## config.mk

```make
export PLATFORM = sky130hd
export DESIGN_NAME = i2c_regfile_ctrl_flat
export DESIGN_NICKNAME = d
export VERILOG_FILES = /design/src/rtl/i2c_regfile_ctrl_pkg.sv /design/src/rtl/i2c_regfile_ctrl_if.sv /design/src/rtl/i2c_regfile_ctrl_regbank.sv /design/src/rtl/i2c_regfile_ctrl.sv /design/src/flat_wrapper.sv
export SDC_FILE = /design/constraint.sdc
export NUM_CORES = 1
export LEC_CHECK = 0
export CORE_MARGIN = 2
export CORE_UTILIZATION = 43
export CTS_BUF_LIST = sky130_fd_sc_hd__clkbuf_8
export CTS_CLUSTER_DIAMETER = 60
export DETAILED_ROUTE_END_ITERATION = 10
export GPL_TIMING_DRIVEN = 0
export MAX_ROUTING_LAYER = met4
export PLACE_DENSITY = 0.82
export SKIP_LAST_GASP = 1
export SLEW_MARGIN = 10
export SYNTH_ARGS = -nofsm -noshare
export SYNTH_HDL_FRONTEND = slang
export SYNTH_SLANG_ARGS = --single-unit
```

## constraint.sdc

```tcl
create_clock -name clk -period 3.2 [get_ports clk]
set_clock_uncertainty 0.2 [all_clocks]
set_input_delay 0.32 -clock clk [delete_from_list [all_inputs] [get_ports clk]]
set_output_delay 0.32 -clock clk [all_outputs]
set_load 0.02 [all_outputs]
```

## src/rtl/i2c_regfile_ctrl_pkg.sv

```systemverilog
// Shared types for the I2C register-file controller: FSM states and default DVL register indices.
package dvl_i2c_pkg;

    typedef enum logic [1:0] {
        IDLE  = 2'd0,
        PTR   = 2'd1,
        WDATA = 2'd2,
        RDATA = 2'd3
    } i2c_ctrl_state_t;

    localparam int REG_CTRL   = 0;
    localparam int REG_GAIN   = 1;
    localparam int REG_STATUS = 4;

    localparam logic [7:0] RD_ERR_BYTE = 8'hFF;

endpackage

```

## src/rtl/i2c_regfile_ctrl_if.sv

```systemverilog
// Byte-level handshake between the I2C peripheral (master) and the register-file controller (slave).
interface i2c_regfile_ctrl_if;
    logic       start;
    logic       stop;
    logic       rw;
    logic       rx_valid;
    logic [7:0] rx_data;
    logic       tx_req;
    logic [7:0] tx_data;
    logic       tx_valid;

    modport master (
        output start, stop, rw, rx_valid, rx_data, tx_req,
        input  tx_data, tx_valid
    );

    modport slave (
        input  start, stop, rw, rx_valid, rx_data, tx_req,
        output tx_data, tx_valid
    );
endinterface

```

## src/rtl/i2c_regfile_ctrl_regbank.sv

```systemverilog
// Register bank: one write port and a combinational read mux; read-only slots read hw_status and hold 0.
module i2c_regbank #(
    parameter int                      NUM_REGS  = 8,
    parameter int                      AW        = 3,
    parameter logic [NUM_REGS-1:0]     WR_MASK   = NUM_REGS'(8'h0F),
    parameter logic [8*NUM_REGS-1:0]   RESET_VAL = '0
) (
    input  logic                       clk,
    input  logic                       rst,
    input  logic                       wr_en,
    input  logic [AW-1:0]              wr_addr,
    input  logic [7:0]                 wr_data,
    input  logic [AW-1:0]              rd_addr,
    input  logic [NUM_REGS-1:0][7:0]   hw_status,
    output logic [7:0]                 rd_data,
    output logic [NUM_REGS-1:0][7:0]   regs
);

    logic [NUM_REGS-1:0][7:0] regs_d, regs_q;

    always_comb begin
        regs_d = regs_q;
        if (wr_en && WR_MASK[wr_addr]) regs_d[wr_addr] = wr_data;
    end

    // Read-only slots reset to 0 and are never written, so they stay constant.
    always_ff @(posedge clk or posedge rst) begin
        if (rst) begin
            for (int i = 0; i < NUM_REGS; i++)
                regs_q[i] <= WR_MASK[i] ? RESET_VAL[8*i +: 8] : 8'h00;
        end else begin
            regs_q <= regs_d;
        end
    end

    assign rd_data = WR_MASK[rd_addr] ? regs_q[rd_addr] : hw_status[rd_addr];
    assign regs    = regs_q;

endmodule

```

## src/rtl/i2c_regfile_ctrl.sv

```systemverilog
// I2C register-map sequencer: pointer byte, auto-incrementing writes and reads into i2c_regbank.
module i2c_regfile_ctrl
    import dvl_i2c_pkg::*;
#(
    parameter int                      NUM_REGS  = 8,
    parameter logic [NUM_REGS-1:0]     WR_MASK   = NUM_REGS'(8'h0F),
    parameter logic [8*NUM_REGS-1:0]   RESET_VAL = '0,
    localparam int                     AW        = $clog2(NUM_REGS)
) (
    input  logic                       clk,
    input  logic                       rst,
    i2c_regfile_ctrl_if.slave          bus,
    input  logic [NUM_REGS-1:0][7:0]   hw_status,
    output logic [NUM_REGS-1:0][7:0]   cfg,
    output logic                       wr_strobe,
    output logic [AW-1:0]              wr_addr,
    output logic                       ptr_err
);

    i2c_ctrl_state_t state_d, state_q;
    logic [AW-1:0]   ptr_d, ptr_q;
    logic            ptr_err_d, ptr_err_q;
    logic [7:0]      tx_data_d, tx_data_q;
    logic            tx_valid_d, tx_valid_q;
    logic            wr_strobe_d, wr_strobe_q;
    logic [AW-1:0]   wr_addr_d, wr_addr_q;
    logic            bank_we;
    logic [7:0]      bank_rd;

    function automatic logic [AW-1:0] ptr_inc(input logic [AW-1:0] p);
        return (int'(p) == NUM_REGS - 1) ? '0 : p + AW'(1);
    endfunction

    i2c_regbank #(
        .NUM_REGS  (NUM_REGS),
        .AW        (AW),
        .WR_MASK   (WR_MASK),
        .RESET_VAL (RESET_VAL)
    ) u_bank (
        .clk       (clk),
        .rst       (rst),
        .wr_en     (bank_we),
        .wr_addr   (ptr_q),
        .wr_data   (bus.rx_data),
        .rd_addr   (ptr_q),
        .hw_status (hw_status),
        .rd_data   (bank_rd),
        .regs      (cfg)
    );

    always_comb begin
        state_d     = state_q;
        ptr_d       = ptr_q;
        ptr_err_d   = ptr_err_q;
        tx_data_d   = tx_data_q;
        tx_valid_d  = 1'b0;
        wr_strobe_d = 1'b0;
        wr_addr_d   = wr_addr_q;
        bank_we     = 1'b0;

        case (state_q)
            PTR: if (bus.rx_valid) begin
                if (int'(bus.rx_data) < NUM_REGS) begin
                    ptr_d     = bus.rx_data[AW-1:0];
                    ptr_err_d = 1'b0;
                end else begin
                    ptr_err_d = 1'b1;
                end
                state_d = WDATA;
            end
            WDATA: if (bus.rx_valid) begin
                if (WR_MASK[ptr_q] && !ptr_err_q) begin
                    bank_we     = 1'b1;
                    wr_strobe_d = 1'b1;
                    wr_addr_d   = ptr_q;
                end
                ptr_d = ptr_inc(ptr_q);
            end
            RDATA: if (bus.tx_req) begin
                tx_valid_d = 1'b1;
                tx_data_d  = ptr_err_q ? RD_ERR_BYTE : bank_rd;
                if (!ptr_err_q) ptr_d = ptr_inc(ptr_q);
            end
            default: ;
        endcase

        // Byte in flight is handled above first; start overrides a coincident stop.
        if (bus.stop)  state_d = IDLE;
        if (bus.start) state_d = bus.rw ? RDATA : PTR;
    end

    always_ff @(posedge clk or posedge rst) begin
        if (rst) begin
            state_q     <= IDLE;
            ptr_q       <= '0;
            ptr_err_q   <= 1'b0;
            tx_data_q   <= 8'h00;
            tx_valid_q  <= 1'b0;
            wr_strobe_q <= 1'b0;
            wr_addr_q   <= '0;
        end else begin
            state_q     <= state_d;
            ptr_q       <= ptr_d;
            ptr_err_q   <= ptr_err_d;
            tx_data_q   <= tx_data_d;
            tx_valid_q  <= tx_valid_d;
            wr_strobe_q <= wr_strobe_d;
            wr_addr_q   <= wr_addr_d;
        end
    end

    assign bus.tx_data  = tx_data_q;
    assign bus.tx_valid = tx_valid_q;
    assign wr_strobe    = wr_strobe_q;
    assign wr_addr      = wr_addr_q;
    assign ptr_err      = ptr_err_q;

endmodule

```

## src/flat_wrapper.sv

```systemverilog
// flat-port wrapper written by rule: the top's interface ports become plain ports
module i2c_regfile_ctrl_flat import dvl_i2c_pkg::*;
#(
    parameter int                      NUM_REGS  = 8,
    parameter logic [NUM_REGS-1:0]     WR_MASK   = NUM_REGS'(8'h0F),
    parameter logic [8*NUM_REGS-1:0]   RESET_VAL = '0,
    localparam int                     AW        = $clog2(NUM_REGS)
)
  (clk, rst, hw_status, cfg, wr_strobe, wr_addr, ptr_err, bus_start, bus_stop, bus_rw, bus_rx_valid, bus_rx_data, bus_tx_req, bus_tx_data, bus_tx_valid);
  i2c_regfile_ctrl_if bus_i ();
  input  logic clk;
  input  logic rst;
  input  logic [NUM_REGS-1:0][7:0] hw_status;
  output logic [NUM_REGS-1:0][7:0] cfg;
  output logic wr_strobe;
  output logic [AW-1:0] wr_addr;
  output logic ptr_err;
  input wire logic [$bits(bus_i.start)-1:0] bus_start;
  input wire logic [$bits(bus_i.stop)-1:0] bus_stop;
  input wire logic [$bits(bus_i.rw)-1:0] bus_rw;
  input wire logic [$bits(bus_i.rx_valid)-1:0] bus_rx_valid;
  input wire logic [$bits(bus_i.rx_data)-1:0] bus_rx_data;
  input wire logic [$bits(bus_i.tx_req)-1:0] bus_tx_req;
  output wire logic [$bits(bus_i.tx_data)-1:0] bus_tx_data;
  output wire logic [$bits(bus_i.tx_valid)-1:0] bus_tx_valid;
  assign bus_i.start = bus_start;
  assign bus_i.stop = bus_stop;
  assign bus_i.rw = bus_rw;
  assign bus_i.rx_valid = bus_rx_valid;
  assign bus_i.rx_data = bus_rx_data;
  assign bus_i.tx_req = bus_tx_req;
  assign bus_tx_data = bus_i.tx_data;
  assign bus_tx_valid = bus_i.tx_valid;
  i2c_regfile_ctrl #(.NUM_REGS(NUM_REGS), .WR_MASK(WR_MASK), .RESET_VAL(RESET_VAL)) u_core (.clk(clk), .rst(rst), .bus(bus_i), .hw_status(hw_status), .cfg(cfg), .wr_strobe(wr_strobe), .wr_addr(wr_addr), .ptr_err(ptr_err));
endmodule
```

==> metrics.csv <==
stage,metric,value,unit
outcome,status,"finished, final reports clean",
layout,"commonest non-fill, non-tap cell in the layout",clkdlybuf4s50_1,
grt,vias in the first global route,2601,
yosys,Synthesized Nets,341,
clock_network,CTS sink cnt,83,
floorplan,IO Pins,157,
clock_network,Worst-Skew Late Latency,0.35,ns
pwr,switching share of power,0.3063,
pwr,Pwr Density,520.7,nW/µm²
pwr,power share of the sequential group,0.416,
floorplan,overall die width,94.49,µm
grt,first-pass GRT wire length,13.94,mm
drt,drt drc,0,
pwr,Lkg Pwr,2.373,nW
drt,drt total wl,9.181,mm
layout,layout cells sized above 1,0.1746,
grt,gr usage total,0.2175,
pwr,P_int,1.861,mW
setup_path,kind of critical path,input port to register,
clock_network,cts repair resizes,0,
worst_hold_path,worst hold path class,input port to asynchronous set/reset pin,
sta,fin. max-slew vios,0,
setup_path,largest fanout on the critical path,5,
yosys,Most used DFF post-synth,dfrtp_1,
clock_network,CTS buffer count,9,
drt,Iteration-0 DRC Markers,161,
pwr,part of the power in combinational logic,0.265,
drt,antenna-violating nets left,0,
sta,TNS Setup,0,ns
floorplan,core area,8093,µm²
yosys,YS warnings,0,
placement,port bufs,124,
flow_run,total of max-cap violations,0,
clock_network,CTS tree,yes,
layout,number of antenna diodes,0,
yosys,Yosys cell types,33,
layout,most frequent cells in the layout,"clkdlybuf4s50_1 (124), dfrtp_1 (83), clkbuf_1 (33)",
yosys,Post-synth EDFFs,0,
yosys,synthesized area per cell,13.54,µm²
sta,Tmin final,2.211,ns
drt,wire length per cell,18.14,µm
clock_network,hold_buf cts,0,
clock_network,"CTS clk-pin slew, worst paths",0.09,ns
sta,ratio of final minimum period to clock period,0.6909,
setup_path,r2r worst-path depth,6,
placement,Post-DP HPWL,6.599,mm
setup_path,reg2reg start,u_core.ptr_q[2],
floorplan,die area,8928,µm²
grt,GR Overflow Total,0,
drt,vias per cell,5.043,
clock_network,clk buf depth,2,
yosys,Mapped Area,3521,µm²
sta,RSZ-0062 raised after global routing,false,
grt,antenna violations before repair,0,
sta,final setup vio count,0,
placement,RD Place Congestion,0.7657,
sta,slew margin rel.,0.6653,
drt,DRT Pass-1 Iters,4,
yosys,Synth Instances,260,
pwr,maximum vdd drop,0.3610,mV
clock_network,root buffer selected by CTS,clkbuf_8,
pwr,clock power share,0.319,
clock_network,H-Tree Level Count,3,
setup_path,R2R Setup Slk,1.00,ns
yosys,sequential-to-total area share from yosys stat,0.5899,
setup_path,CP Launch Type,input port,
layout,Synth-to-Final Area Change,46.34,%
sta,Final Hold Viols,0,
drt,total number of vias,2552,
setup_path,CP arrival,2.25,ns
sta,worst-margin pin slew,0.5020,ns
floorplan,Chip Height,94.49,µm
sta,Max Freq,452.3,MHz
layout,Nets,477,
yosys,post-synthesis register bit count,83,
pwr,Net Sw Power,0.8218,mW
setup_path,critical path required time,3.24,ns
grt,pin count of the biggest net entering global routing,52,
pwr,Design Power,2.683,mW
setup_path,reg-to-reg endpoint,u_core.u_bank.regs[15],
yosys,"FFs w/ async S/R, synth",1.000,
clock_network,# Post-CTS Setup Buffers,0,
floorplan,Initial Util,0.4351,
floorplan,Row Count,33,
setup_path,Worst setup EP type,register,
kinds of logic (layout without fill, tap and decap cells):
logic type	after synthesis	after routing	synth area share
compound gates	30	30	0.06219
fa+ha+maj	2	2	0.007106
buf+inv	48	189	0.06361
flops	83	83	0.5899
mux	68	68	0.2271
simple gates	29	29	0.05011
power by group through the flow:
stage               Clock, mW  Sequential [mW]  Combinational [mW]
detailed placement          0             1.14               0.709
floorplan                   0             1.15               0.438
global placement            0             1.13               0.687
global route            0.920             1.12               0.766
CTS                     0.872             1.11               0.712
finish                  0.857             1.11               0.711
final cells by class:
| class | instances | area, µm² |
|---|---|---|
| multi-input combinational | 129 | 1220 |
| inverter | 5 | 21.27 |
| clock buffer | 9 | 123.9 |
| timing repair buffer | 125 | 1269 |
| fill | 661 | 2940 |
| clock inverter | 7 | 105.1 |
| tap | 105 | 131.4 |
| sequential | 83 | 2077 |
| buffer | 43 | 205.2 |
flip-flops by register name (all words and copies together) (netlist names):
signal               count
u_core.bus.tx_data       8
u_core.ptr_q             3
u_core.state_q           2
u_core.wr_addr           3
u_core.bus.tx_valid      1
u_core.wr_strobe         1
u_core.ptr_err           1
u_core.u_bank.regs      64
cells in the mapped netlist, types with 2 or more instances:
library cell  count  area share
mux2_2           21       0.067
a21oi_1           2      0.0028
o32a_1            7       0.020
buf_6             5       0.016
ha_1              2      0.0071
buf_2             5      0.0071
inv_1             5      0.0053
dfrtp_1          83        0.59
clkbuf_1         33       0.035
o31ai_1           2      0.0043
nor2_1            3      0.0032
nand2_1          12       0.013
mux2_4           16       0.068
o22ai_1          15       0.027
mux2i_1          30       0.085
or3_1             2      0.0036
per-stage QoR:
step	hold WS [ns]	std cells	cell area, µm²	setup slack [ns]	utilization
2_1_floorplan	0.2163	260	3521	0.5432	-
6_report	0.1147	506	5152	0.9892	0.6367
4_1_cts	0.1234	506	5152	0.9841	0.6367
5_1_grt	0.1576	506	5152	0.9010	0.6367
3_3_place_gp	0.2395	489	4893	-0.6329	0.6047
3_5_place_dp	0.2465	490	4923	0.6542	0.6084
worst max-delay path: stages:
cell             delay (ns)
clkdlybuf4s50_1        0.50
or4_1                  0.57
nor3_1                 0.23
o21bai_1               0.24
mux2_2                 0.38
worst max-delay path by stage:
stage	startpoint	end	slack [ns]	cells after the start
2_1_floorplan	rst	u_core.bus.tx_data[0]	0.54	1
3_3_place_gp	rst	u_core.u_bank.regs[5]	-0.63	2
3_5_place_dp	bus_rx_data[4]	u_core.ptr_q[0]	0.65	5
4_1_cts	u_core.ptr_q[2]	u_core.u_bank.regs[15]	0.98	6
5_1_grt	u_core.ptr_q[2]	u_core.u_bank.regs[9]	0.90	6
6_report	bus_rx_data[5]	u_core.ptr_q[0]	0.99	5
routing by layer:
| layer | up-vias | global-route usage | share of wire |
|---|---|---|---|
| li1 | 1166 | - | - |
| met1 | 1270 | 0.2764 | 0.41 |
| met2 | 98 | 0.3542 | 0.50 |
| met3 | 18 | 0.03591 | 0.062 |
| met4 | 0 | 0.07971 | 0.022 |
| met5 | - | - | 0 |
No activity file was read; power rests on OpenSTA's default activity.
